## config.mk

```make
export PLATFORM = sky130hd
export DESIGN_NAME = hazard_ctrl
export DESIGN_NICKNAME = d
export VERILOG_FILES = /design/src/rtl/hazard_ctrl.sv
export SDC_FILE = /design/constraint.sdc
export NUM_CORES = 1
export LEC_CHECK = 0
export ABC_AREA = 0
export CAP_MARGIN = 20
export CORE_ASPECT_RATIO = 0.6
export CORE_MARGIN = 5
export CORE_UTILIZATION = 29
export DETAILED_ROUTE_END_ITERATION = 8
export GPL_TIMING_DRIVEN = 0
export HOLD_SLACK_MARGIN = 0.1
export PLACE_DENSITY = 0.77
export SYNTH_ARGS = -nofsm -noshare
export SYNTH_HDL_FRONTEND = slang
export SYNTH_SLANG_ARGS = --single-unit
```

## constraint.sdc

```tcl
create_clock -name Clk -period 1.3 [get_ports Clk]
set_input_delay 0.13 -clock Clk [delete_from_list [all_inputs] [get_ports Clk]]
set_output_delay 0.13 -clock Clk [all_outputs]
set_load 0.01 [all_outputs]
```

## src/rtl/hazard_ctrl.sv

```systemverilog
// rtl/hazard_ctrl.sv - pipeline hazard controller for the 5-stage CPU
//
// Detects load-use hazards, taken branches and jumps, and scoreboards the
// multi-cycle mul/div unit. Sequences the IF/ID and ID/EX stage registers
// and the PC.
//
// Optional feature macro: HAZARD_PERF_CNT_EN (enables stall/flush counters).
//
// Ports:
//   Clk, Reset            clock (rising edge), synchronous active-high reset
//   ID_Rs, ID_Rt          source registers of the ID instruction
//   ID_UsesRs, ID_UsesRt  ID instruction actually reads Rs / Rt
//   ID_Jump               jump resolved in ID
//   ID_MulDiv             ID instruction is mult/multu/div/divu
//   ID_ReadHiLo           ID instruction is mfhi/mflo
//   EX_MemRead            EX instruction is a load
//   EX_WriteReg           destination register of the EX instruction
//   EX_BranchTaken        branch resolved taken in EX
//   PC_Write              PC update enable
//   Bubble_from_loaduse   hold IF/ID
//   Bubble_from_ca        clear IF/ID
//   IDEX_Flush            load a NOP into ID/EX
//   MulDiv_Start          one-cycle start pulse to the mul/div unit
//   MulDiv_Busy           mul/div result not yet valid
//   StallCnt, FlushCnt    performance counters
module hazard_ctrl #(
  parameter int MD_CYCLES = 32,
  parameter int CNT_W     = 32
) (
  input  logic             Clk,
  input  logic             Reset,
  input  logic [4:0]       ID_Rs,
  input  logic [4:0]       ID_Rt,
  input  logic             ID_UsesRs,
  input  logic             ID_UsesRt,
  input  logic             ID_Jump,
  input  logic             ID_MulDiv,
  input  logic             ID_ReadHiLo,
  input  logic             EX_MemRead,
  input  logic [4:0]       EX_WriteReg,
  input  logic             EX_BranchTaken,
  output logic             PC_Write,
  output logic             Bubble_from_loaduse,
  output logic             Bubble_from_ca,
  output logic             IDEX_Flush,
  output logic             MulDiv_Start,
  output logic             MulDiv_Busy,
  output logic [CNT_W-1:0] StallCnt,
  output logic [CNT_W-1:0] FlushCnt
);

  localparam logic [5:0] MD_LOAD = 6'(MD_CYCLES);

  logic [5:0] md_cnt;
  logic       md_busy;
  logic       lu;
  logic       hl;

  // Hazard terms. A load to $0 never creates a dependency.
  always_comb begin
    md_busy = (md_cnt != 6'd0);
    lu = EX_MemRead && (EX_WriteReg != 5'd0) &&
         ((ID_UsesRs && (ID_Rs == EX_WriteReg)) ||
          (ID_UsesRt && (ID_Rt == EX_WriteReg)));
    hl = md_busy && (ID_ReadHiLo || ID_MulDiv);
  end

  // Priority decision: taken branch > stall > jump > normal flow.
  always_comb begin
    PC_Write            = 1'b0;
    Bubble_from_loaduse = 1'b0;
    Bubble_from_ca      = 1'b0;
    IDEX_Flush          = 1'b0;
    MulDiv_Start        = 1'b0;
    MulDiv_Busy         = 1'b0;
    if (!Reset) begin
      MulDiv_Busy = md_busy;
      if (EX_BranchTaken) begin
        Bubble_from_ca = 1'b1;
        IDEX_Flush     = 1'b1;
        PC_Write       = 1'b1;
      end else if (lu || hl) begin
        // ID is held and re-evaluated next cycle; a NOP goes down to EX.
        Bubble_from_loaduse = 1'b1;
        IDEX_Flush          = 1'b1;
      end else begin
        PC_Write       = 1'b1;
        Bubble_from_ca = ID_Jump;
        MulDiv_Start   = ID_MulDiv;
      end
    end
  end

  // Mul/div scoreboard. A later branch flush does not cancel an op in flight.
  always_ff @(posedge Clk) begin
    if (Reset) begin
      md_cnt <= 6'd0;
    end else if (MulDiv_Start) begin
      md_cnt <= MD_LOAD;
    end else if (md_cnt != 6'd0) begin
      md_cnt <= md_cnt - 6'd1;
    end
  end

`ifdef HAZARD_PERF_CNT_EN
  logic [CNT_W-1:0] stall_cnt;
  logic [CNT_W-1:0] flush_cnt;

  always_ff @(posedge Clk) begin
    if (Reset) begin
      stall_cnt <= '0;
      flush_cnt <= '0;
    end else begin
      if (Bubble_from_loaduse) stall_cnt <= stall_cnt + 1'b1;
      if (Bubble_from_ca)      flush_cnt <= flush_cnt + 1'b1;
    end
  end

  assign StallCnt = stall_cnt;
  assign FlushCnt = flush_cnt;
`else
  assign StallCnt = '0;
  assign FlushCnt = '0;
`endif

endmodule

```

==> flow_summary_export.csv, run 1 <==
group,metric,value,unit
cells_and_area,synthToLayoutAreaGrowth,82.2,%
worst_setup_path,path_max_fanout,5,
placement,dpl_cell_area,1710,µm²
timing,max_freq,584,MHz
clocking,clock-root-buffer,"clkbuf_8",
status,status,"finished, violations left",
die,die-height,57.8,µm
yosys,synth_ff_type,"dfxtp_1",
routing,drt.antenna.violating_nets,0,
routing,drt-total-wl,3230,µm
clocking,cts.sinks,6,
cells_and_area,reg_top3,"md_cnt x6",
timing,hold_slack,0.497,ns
yosys,synth_cell_types,37,
die,coreArea,3680,µm²
cells_and_area,stdcell_count,305,
worst_setup_path,crit_start,"md_cnt[4]$_SDFFE_PP0P_",
routing,route.detailed.drc,0,
worst_setup_path,cp.arrival,1.58,ns
worst_setup_path,endpoint_kind,"output port",
placement,finalWeightedCongestion,0.822,
yosys,post-synth-top-count-cell,"buf_4",
routing,firstDrtPassIters,4,
routing,wire_per_inst,10.6,µm
cells_and_area,nets,286,
clocking,insertion_delay,0.22,ns
hold_path,hp-start,"ID_Rs[0]",
cells_and_area,top_register,"md_cnt",
clocking,cts_tree,"done",
cells_and_area,final_cell_area,2010,µm²
grt,grt_pass1_wl,4610,µm
cells_and_area,drive_gt1_share,49.2,%
worst_setup_path,path_class,"flop to output port",
cells_and_area,fin_util,54.6,%
yosys,synthTopCellsByCount,"buf_4 (64), xnor2_1 (12), dfxtp_1 (6), nor3_1 (6)",
yosys,synthTopCellsByArea,"buf_4 (44%), dfxtp_1 (11%), xnor2_1 (9.5%)",
grt,grt_antenna_before_repair,0,
yosys,ys.warnings.count,0,
grt,grt-ovfl-total,0,
grt,grt_pass1_vias,1014,
pwr,p_per_area,1350,nW/µm²
yosys,synth_top_area_share,43.5,%
die,start_util,30.0,%
timing,finalSetupViolations,12,
cells_and_area,diodes,0,
timing,timing.final.ws_setup,-0.412,ns
cells_and_area,largest_register_ff_count,6,
die,rows,17,
die,io_pins,94,
clocking,htree_levels,1,
routing,vias,1138,
routing,vias_per_cell,3.73,
timing,rsz0062_at_grt,"yes",
timing,maxSlewViolCount,0,
die,dieArea,5180,µm²
pwr,leakagePower,1.15,nW
yosys,yosysSeqAreaShare,10.9,%
clocking,clk_pin_slew,0.04,ns
yosys,synthCells,143,
yosys,synth-async-reset-ratio,0,%
status,violations,"setup timing",
timing,hold_violations,0,
worst_setup_path,cp.required,1.17,ns
placement,pre_cts_ws,-1.14,ns
pwr,p_total,2.71,mW
clocking,numCtsBuffers,3,
yosys,synth_edf_count,0,
worst_setup_path,r2r_start,"md_cnt[4]$_SDFFE_PP0P_",
run,maxCapViolations,0,
timing,min_period,1.71,ns
pwr,ir_drop,0.794,mV
grt,grt_max_degree,11,
placement,hpwl,2400,µm
yosys,synth_seq_cells,6,
grt,grtUsageTotal,10.9,%
worst_setup_path,cp-start-kind,"flop",
yosys,synth_top_area_cell,"buf_4",
routing,drtIter0Drc,15,
clocking,clk_path_buf_depth,2,
timing,finalCritPeriodShare,132,%
yosys,synth_area,1100,µm²
die,die_x,89.6,µm
placement,dpl.cell_count,282,
hold_path,holdPathStages,5,
placement,port_buffers,29,
hold_path,hp-class,"input pin to flop",
yosys,synth.avg_cell_area,7.72,µm²
worst_setup_path,r2r_cells,6,
timing,tns,-3.08,ns
timing,fin_skew,0.00157,ns
[path summary, 6_finish.rpt]
path,slack [ns],to
worst min register to register,0.55,md_cnt[4]$_SDFFE_PP0P_
worst max-delay path,-0.41,IDEX_Flush
worst min-delay path,0.50,md_cnt[5]$_SDFFE_PP0P_
worst max register to register,-0.30,md_cnt[5]$_SDFFE_PP0P_
[power breakdown]
group / total (mW) / switching [mW] / internal, mW / leakage (nW)
clock: 0.272 / 0.0736 / 0.198 / 0.0216
sequential: 0.373 / 0.0905 / 0.283 / 0.0512
combinational: 2.06 / 0.979 / 1.08 / 1.07
total: 2.71 / 1.14 / 1.56 / 1.15
[final cells by class]
class | instances | area [µm²]
fill | 340 | 1670
multi-input combinational | 129 | 827
buffer | 65 | 485
timing repair buffer | 50 | 449
sequential | 6 | 128
tap | 47 | 58.8
clock buffer | 3 | 41.3
inverter | 5 | 21.3
[critical path, cell delays in order (launching register included)]
cell and delay (ns):
dfxtp_2 0.33, or3_4 0.41, o22ai_4 0.20, a21oi_2 0.09, a31o_2 0.22, buf_6 0.12
[placed cells by master (no fill, tap or decap), drive strengths merged]
cell,n
clkdlybuf4s50,8
o31ai,1
conb,64
xnor2,12
or3,1
o211a,1
a31o,1
buf,93
a311oi,1
o22ai,2
or2,1
clkbuf,6
nand4b,2
xor2,1
o21ai,5
nor2,5
o221ai,1
and4,1
dlymetal6s2s,10
dfxtp,6
ha,2
nand4,2
nand2,4
or4,1
o22a,1
a21oi,2
a41o,1
o21a,1
nor3,6
nor4,1
nand2b,1
nor2b,2
dlygate4sd2,1
a41oi,1
nand3,5
inv,5
[metal layers]
layer / global-route usage, % / wire, µm
met5: 0 / 0
met4: 1.27 / 0
met3: 2.56 / 259
met2: 17.3 / 1630
met1: 15.4 / 1330
[cell families after synthesis]
kind of cell / share of synthesized area (%)
xor gates and xnor gates: 10.3
buffers and inverters: 46.0
DFF: 10.9
and+or+nand+nor: 16.6
adders and majority gates: 2.27
other: 0.340
AOI/OAI and AO/OA: 13.6
[repair_timing]
item	CTS	global route
pin swaps	10	27
resized for setup	50	35
setup endpoints to repair	12	12
gates cloned	0	0
hold buffers	0	0
buffers inserted	13	9
(Power assumes the default switching activity.)
==> run 2, diff against run 1 <==
Settings changed: CTS_CLUSTER_DIAMETER set to 150, GPL_TIMING_DRIVEN 0 to not set.
==> run 2 against run 1 <==
The flow still finishes with violations (setup timing); non-clock buffer count fell by 54; worst setup slack improved by 0.028 ns; worst hold slack improved by 0.090 ns; register-to-register slack improved by 0.04 ns; sequential cell count did not move; cell count fell by 18%; maximum frequency rose by 1.7%; clock skew rose by 0.0013 ns; clock power rose by 2%; core utilization fell by 12 points; wire length fell by 17%; via count fell by 15%.
==> flow_summary_export.csv, run 2 (synthesized netlist as in run 1, its figures left out) <==
group,metric,value,unit
routing,drt-total-wl,2690,µm
run,maxCapViolations,0,
timing,tns,-2.47,ns
routing,drt.antenna.violating_nets,0,
hold_path,hp-start,"md_cnt[0]$_SDFFE_PP0P_",
cells_and_area,diodes,0,
routing,firstDrtPassIters,4,
hold_path,whs_endpoint,"md_cnt[0]$_SDFFE_PP0P_",
grt,grt_pass1_vias,887,
worst_setup_path,cp-start-kind,"flop",
timing,hold_violations,0,
worst_setup_path,r2r_cells,6,
worst_setup_path,rr_endpoint,"md_cnt[5]$_SDFFE_PP0P_",
placement,port_buffers,29,
cells_and_area,top_register,"md_cnt",
die,start_util,30.0,%
pwr,leakagePower,0.768,nW
cells_and_area,fin_util,42.5,%
pwr,ir_drop,0.842,mV
cells_and_area,drive_gt1_share,34.8,%
routing,route.detailed.drc,0,
clocking,clock-root-buffer,"clkbuf_8",
worst_setup_path,r2r_slack,-0.26,ns
worst_setup_path,path_max_fanout,5,
cells_and_area,synthToLayoutAreaGrowth,41.6,%
cells_and_area,mostFrequentLayoutCell,"conb_1",
routing,wire_per_inst,10.7,µm
worst_setup_path,endpoint_kind,"output port",
cells_and_area,final_cell_mix,"conb_1 (64), buf_4 (27), xnor2_1 (12), clkdlybuf4s50_1 (10), dlygate4sd2_1 (9)",
worst_setup_path,slowest_delay,0.32,ns
hold_path,holdPathStages,3,
grt,grtUsageTotal,9.28,%
die,die_x,89.6,µm
routing,vias_per_cell,3.84,
cells_and_area,reg_top3,"md_cnt x6",
clocking,insertion_delay,0.22,ns
grt,grt-ovfl-total,0,
worst_setup_path,cp.arrival,1.55,ns
clocking,numCtsBuffers,3,
clocking,clk_pin_slew,0.04,ns
pwr,p_per_area,1670,nW/µm²
die,coreArea,3680,µm²
timing,maxSlewViolCount,0,
grt,grt_max_degree,8,
routing,drtIter0Drc,27,
clocking,clk_path_buf_depth,2,
die,dieArea,5180,µm²
routing,vias,964,
worst_setup_path,cpMaxStageDelayCell,"dfxtp_2",
status,violations,"setup timing",
grt,grt_antenna_before_repair,0,
timing,max_freq,594,MHz
timing,timing.final.ws_setup,-0.384,ns
status,status,"finished, violations left",
timing,finalSetupViolations,9,
timing,fin_skew,0.00283,ns
worst_setup_path,r2r_start,"md_cnt[2]$_SDFFE_PP0P_",
worst_setup_path,path_class,"flop to output port",
hold_path,hp-class,"flop to flop",
clocking,cts.sinks,6,
die,io_pins,94,
die,die-height,57.8,µm
cells_and_area,largest_register_ff_count,6,
timing,finalCritPeriodShare,130,%
worst_setup_path,cp.required,1.17,ns
placement,finalWeightedCongestion,0.854,
worst_setup_path,crit_chain,"inv_2 > ha_4 > nand2b_4 > buf_6 > o22ai_4 > nor2_2 > a311oi_2 > buf_2",
die,rows,17,
clocking,cts_tree,"done",
cells_and_area,nets,232,
grt,grt_pass1_wl,3880,µm
clocking,htree_levels,1,
placement,hpwl,2200,µm
timing,rsz0062_at_grt,"yes",
timing,min_period,1.68,ns
==> run 2: cell types whose count changed in the layout (fill, tap and decap cells not counted), sizes merged <==
cell           delta
clkbuf            -3
buf              -52
clkdlybuf4s50     +2
dlygate4sd2       +8
dlymetal6s2s     -10
clkdlybuf4s15     +1
==> run 2: final cells by class <==
type | instances | area (µm²)
inverters | 5 | 18.8
clock buffers | 3 | 41.3
well taps | 47 | 58.8
flip-flops and latches | 6 | 124
multi-input cells | 129 | 813
repair buffers | 61 | 507
fillers | 387 | 2120
==> run 2: report_power, final <==
group / switching, mW / total, mW / internal (mW)
sequential: 0.0466 / 0.323 / 0.276
clock: 0.0785 / 0.277 / 0.199
combinational: 0.957 / 2.00 / 1.05
==> run 2: per-stage QoR <==
step	std cells	setup WS (ns)	hold slack [ns]	area [µm²]	power, mW
after floorplan	206	-0.0964	0.392	1370	1.33
after global placement	241	-0.975	0.581	1410	1.73
after detailed placement	241	-1.01	0.624	1410	1.76
after CTS	248	-0.373	0.597	1510	2.31
after global routing	251	-0.482	0.620	1560	2.81
final	251	-0.384	0.587	1560	2.60
==> run 2: repair_timing <==
action | in CTS | in global routing
hold buffers | 0 | 0
resized for setup | 69 | 10
endpoints found under the setup margin | 12 | 12
pin swaps | 17 | 6
setup buffers | 4 | 3
==> run 2: critical path: cells and delay by family, from the launching register on <==
kind / cells / cell delay [ns]
adder cells (fa/ha/maj): 1 / 0.16
flip-flops: 1 / 0.32
AND/OR/NAND/NOR: 2 / 0.13
AO/OA/AOI/OAI: 2 / 0.37
buffers and inverters: 3 / 0.35
==> run 2: worst max-delay path by stage <==
stage | to | slack [ns] | from | cells past startpoint
floorplan | PC_Write | -0.1 | md_cnt[4]$_SDFFE_PP0P_ | 5
global placement | PC_Write | -0.98 | EX_WriteReg[2] | 6
detailed placement | PC_Write | -1.01 | EX_WriteReg[1] | 6
CTS | PC_Write | -0.37 | md_cnt[4]$_SDFFE_PP0P_ | 5
global route | PC_Write | -0.48 | md_cnt[0]$_SDFFE_PP0P_ | 8
finish | PC_Write | -0.38 | md_cnt[0]$_SDFFE_PP0P_ | 8
==> run 2: routing by layer <==
| layer | share of wire (%) | vias up | routed length, µm | track usage [%] |
|---|---|---|---|---|
| met3 | 8.0 | 2 | 216 | 1.99 |
| met2 | 54 | 40 | 1450 | 15.7 |
| met1 | 37 | 443 | 999 | 11.8 |
| met5 | 0 | - | 0 | 0 |
| met4 | 0.86 | 0 | 23 | 2.55 |
| li1 | - | 479 | - | - |
==> run 3, diff against run 2 <==
Settings changed: CAP_MARGIN 20 to 0, PLACE_DENSITY 0.77 to not set, PLACE_DENSITY_LB_ADDON set to 0.1.
==> run 3 against run 2 <==
Worst hold slack got worse by 0.017 ns; sequential power rose by 3%; highest routed layer unchanged; the run still ends with setup timing left; cell area rose by 4.0%; clock power rose by 3%; combinational power barely moved.
==> flow_summary_export.csv, run 3 (synthesized netlist as in run 1, its figures left out) <==
group,metric,value,unit
cells_and_area,final_cell_area,1630,µm²
routing,drt-total-wl,2910,µm
cells_and_area,drive_gt1_share,38.3,%
pwr,leakagePower,0.820,nW
grt,grt_antenna_before_repair,0,
clocking,clock-root-buffer,"clkbuf_8",
clocking,numCtsBuffers,3,
worst_setup_path,endpoint_kind,"output port",
timing,hold_slack,0.570,ns
cells_and_area,fin_util,44.2,%
routing,drtIter0Drc,20,
die,die-height,57.8,µm
hold_path,hp-class,"flop to flop",
worst_setup_path,cpMaxStageDelayCell,"or3_4",
cells_and_area,synthToLayoutAreaGrowth,47.3,%
pwr,p_total,2.60,mW
die,dieArea,5180,µm²
worst_setup_path,cp.arrival,1.58,ns
pwr,internal_power,1.52,mW
routing,drt.antenna.violating_nets,0,
routing,vias_per_cell,3.96,
timing,rsz0062_at_grt,"yes",
pwr,p_seq_share,12.8,%
clocking,insertion_delay,0.23,ns
timing,max_freq,585,MHz
worst_setup_path,path_class,"flop to output port",
timing,min_period,1.71,ns
grt,grt-ovfl-total,0,
routing,wire_per_inst,11.3,µm
worst_setup_path,crit_chain,"or3_4 > o22ai_4 > nor2_2 > a311oi_2 > buf_2",
routing,vias,1015,
pwr,switching_share,41.6,%
grt,grtUsageTotal,10.7,%
routing,firstDrtPassIters,4,
worst_setup_path,slowest_delay,0.40,ns
timing,maxSlewViolCount,0,
die,start_util,30.0,%
status,status,"finished, violations left",
pwr,p_comb_share,76.3,%
placement,finalWeightedCongestion,0.734,
clocking,clk_path_buf_depth,2,
timing,finalCritPeriodShare,131,%
die,io_pins,94,
routing,route.detailed.drc,0,
timing,fin_skew,0.00144,ns
placement,dpl_cell_area,1410,µm²
cells_and_area,diodes,0,
cells_and_area,reg_top3,"md_cnt x6",
cells_and_area,mostFrequentLayoutCell,"conb_1",
placement,hpwl,2310,µm
timing,finalSetupViolations,12,
grt,grt_pass1_vias,942,
cells_and_area,largest_register_ff_count,6,
grt,grt_max_degree,7,
timing,timing.final.ws_setup,-0.409,ns
cells_and_area,top_register,"md_cnt",
cells_and_area,nets,237,
worst_setup_path,cp.required,1.17,ns
clocking,htree_levels,1,
worst_setup_path,cp-start-kind,"flop",
die,rows,17,
pwr,p_clk_share,10.9,%
pwr,ir_drop,0.630,mV
timing,hold_violations,0,
cells_and_area,final_cell_mix,"conb_1 (64), buf_4 (30), xnor2_1 (9), buf_6 (9)",
status,violations,"setup timing",
die,coreArea,3680,µm²
clocking,cts_tree,"done",
worst_setup_path,path_max_fanout,5,
run,maxCapViolations,0,
placement,pre_cts_ws,-1.01,ns
pwr,p_per_area,1600,nW/µm²
clocking,clk_pin_slew,0.04,ns
placement,port_buffers,29,
pwr,p_sw,1.08,mW
clocking,cts.sinks,6,
grt,grt_pass1_wl,4220,µm
die,die_x,89.6,µm
[run 3: critical path: cells and delay by family, from the launching register on]
| family | cells | cell delay (ns) |
|---|---|---|
| buf+inv | 1 | 0.18 |
| simple gates | 2 | 0.46 |
| flops | 1 | 0.31 |
| compound gates | 2 | 0.40 |
[run 3: path summary, 6_finish.rpt]
path | depth (start not counted) | slack, ns | start | end
min reg2reg | 2 | 0.57 | md_cnt[3]$_SDFFE_PP0P_ | md_cnt[3]$_SDFFE_PP0P_
min | 2 | 0.57 | md_cnt[3]$_SDFFE_PP0P_ | md_cnt[3]$_SDFFE_PP0P_
max reg2reg | 7 | -0.26 | md_cnt[4]$_SDFFE_PP0P_ | md_cnt[1]$_SDFFE_PP0P_
max | 5 | -0.41 | md_cnt[4]$_SDFFE_PP0P_ | PC_Write
[run 3: power by group through the flow]
stage	clock (mW)	sequential [mW]	combinational [mW]
after global routing	0.308	0.344	2.16
after global placement	0	0.315	1.46
final	0.285	0.333	1.99
after detailed placement	0	0.316	1.46
after CTS	0.296	0.329	1.83
after floorplan	0	0.330	1.00
[run 3: layer usage]
layer	global-route usage, %	part of all wire [%]	vias to the layer above
li1	-	-	487
met1	11.8	35	463
met2	20.0	54	61
met3	2.13	9.3	4
met4	4.46	1.7	0
met5	0	0	-
[run 3: what timing repair did]
action,in CTS,in global routing
resized for setup,80,9
setup buffers,9,3
pin swaps,19,12
endpoints found under the setup margin,12,12
hold buffers,0,0
[run 3: stage by stage]
stage | std cells | setup TNS [ns]
floorplan | 206 | -0.374
detailed placement | 242 | -6.61
CTS | 254 | -3.00
finish | 256 | -2.87
global route | 256 | -3.48
global placement | 242 | -6.42
[run 3: cell type report]
cell class,count,area (µm²)
clock buffers,3,41.3
fillers,357,2050
inverters,5,18.8
multi-input cells,129,832
flip-flops and latches,6,125
well taps,47,58.8
repair buffers,66,549
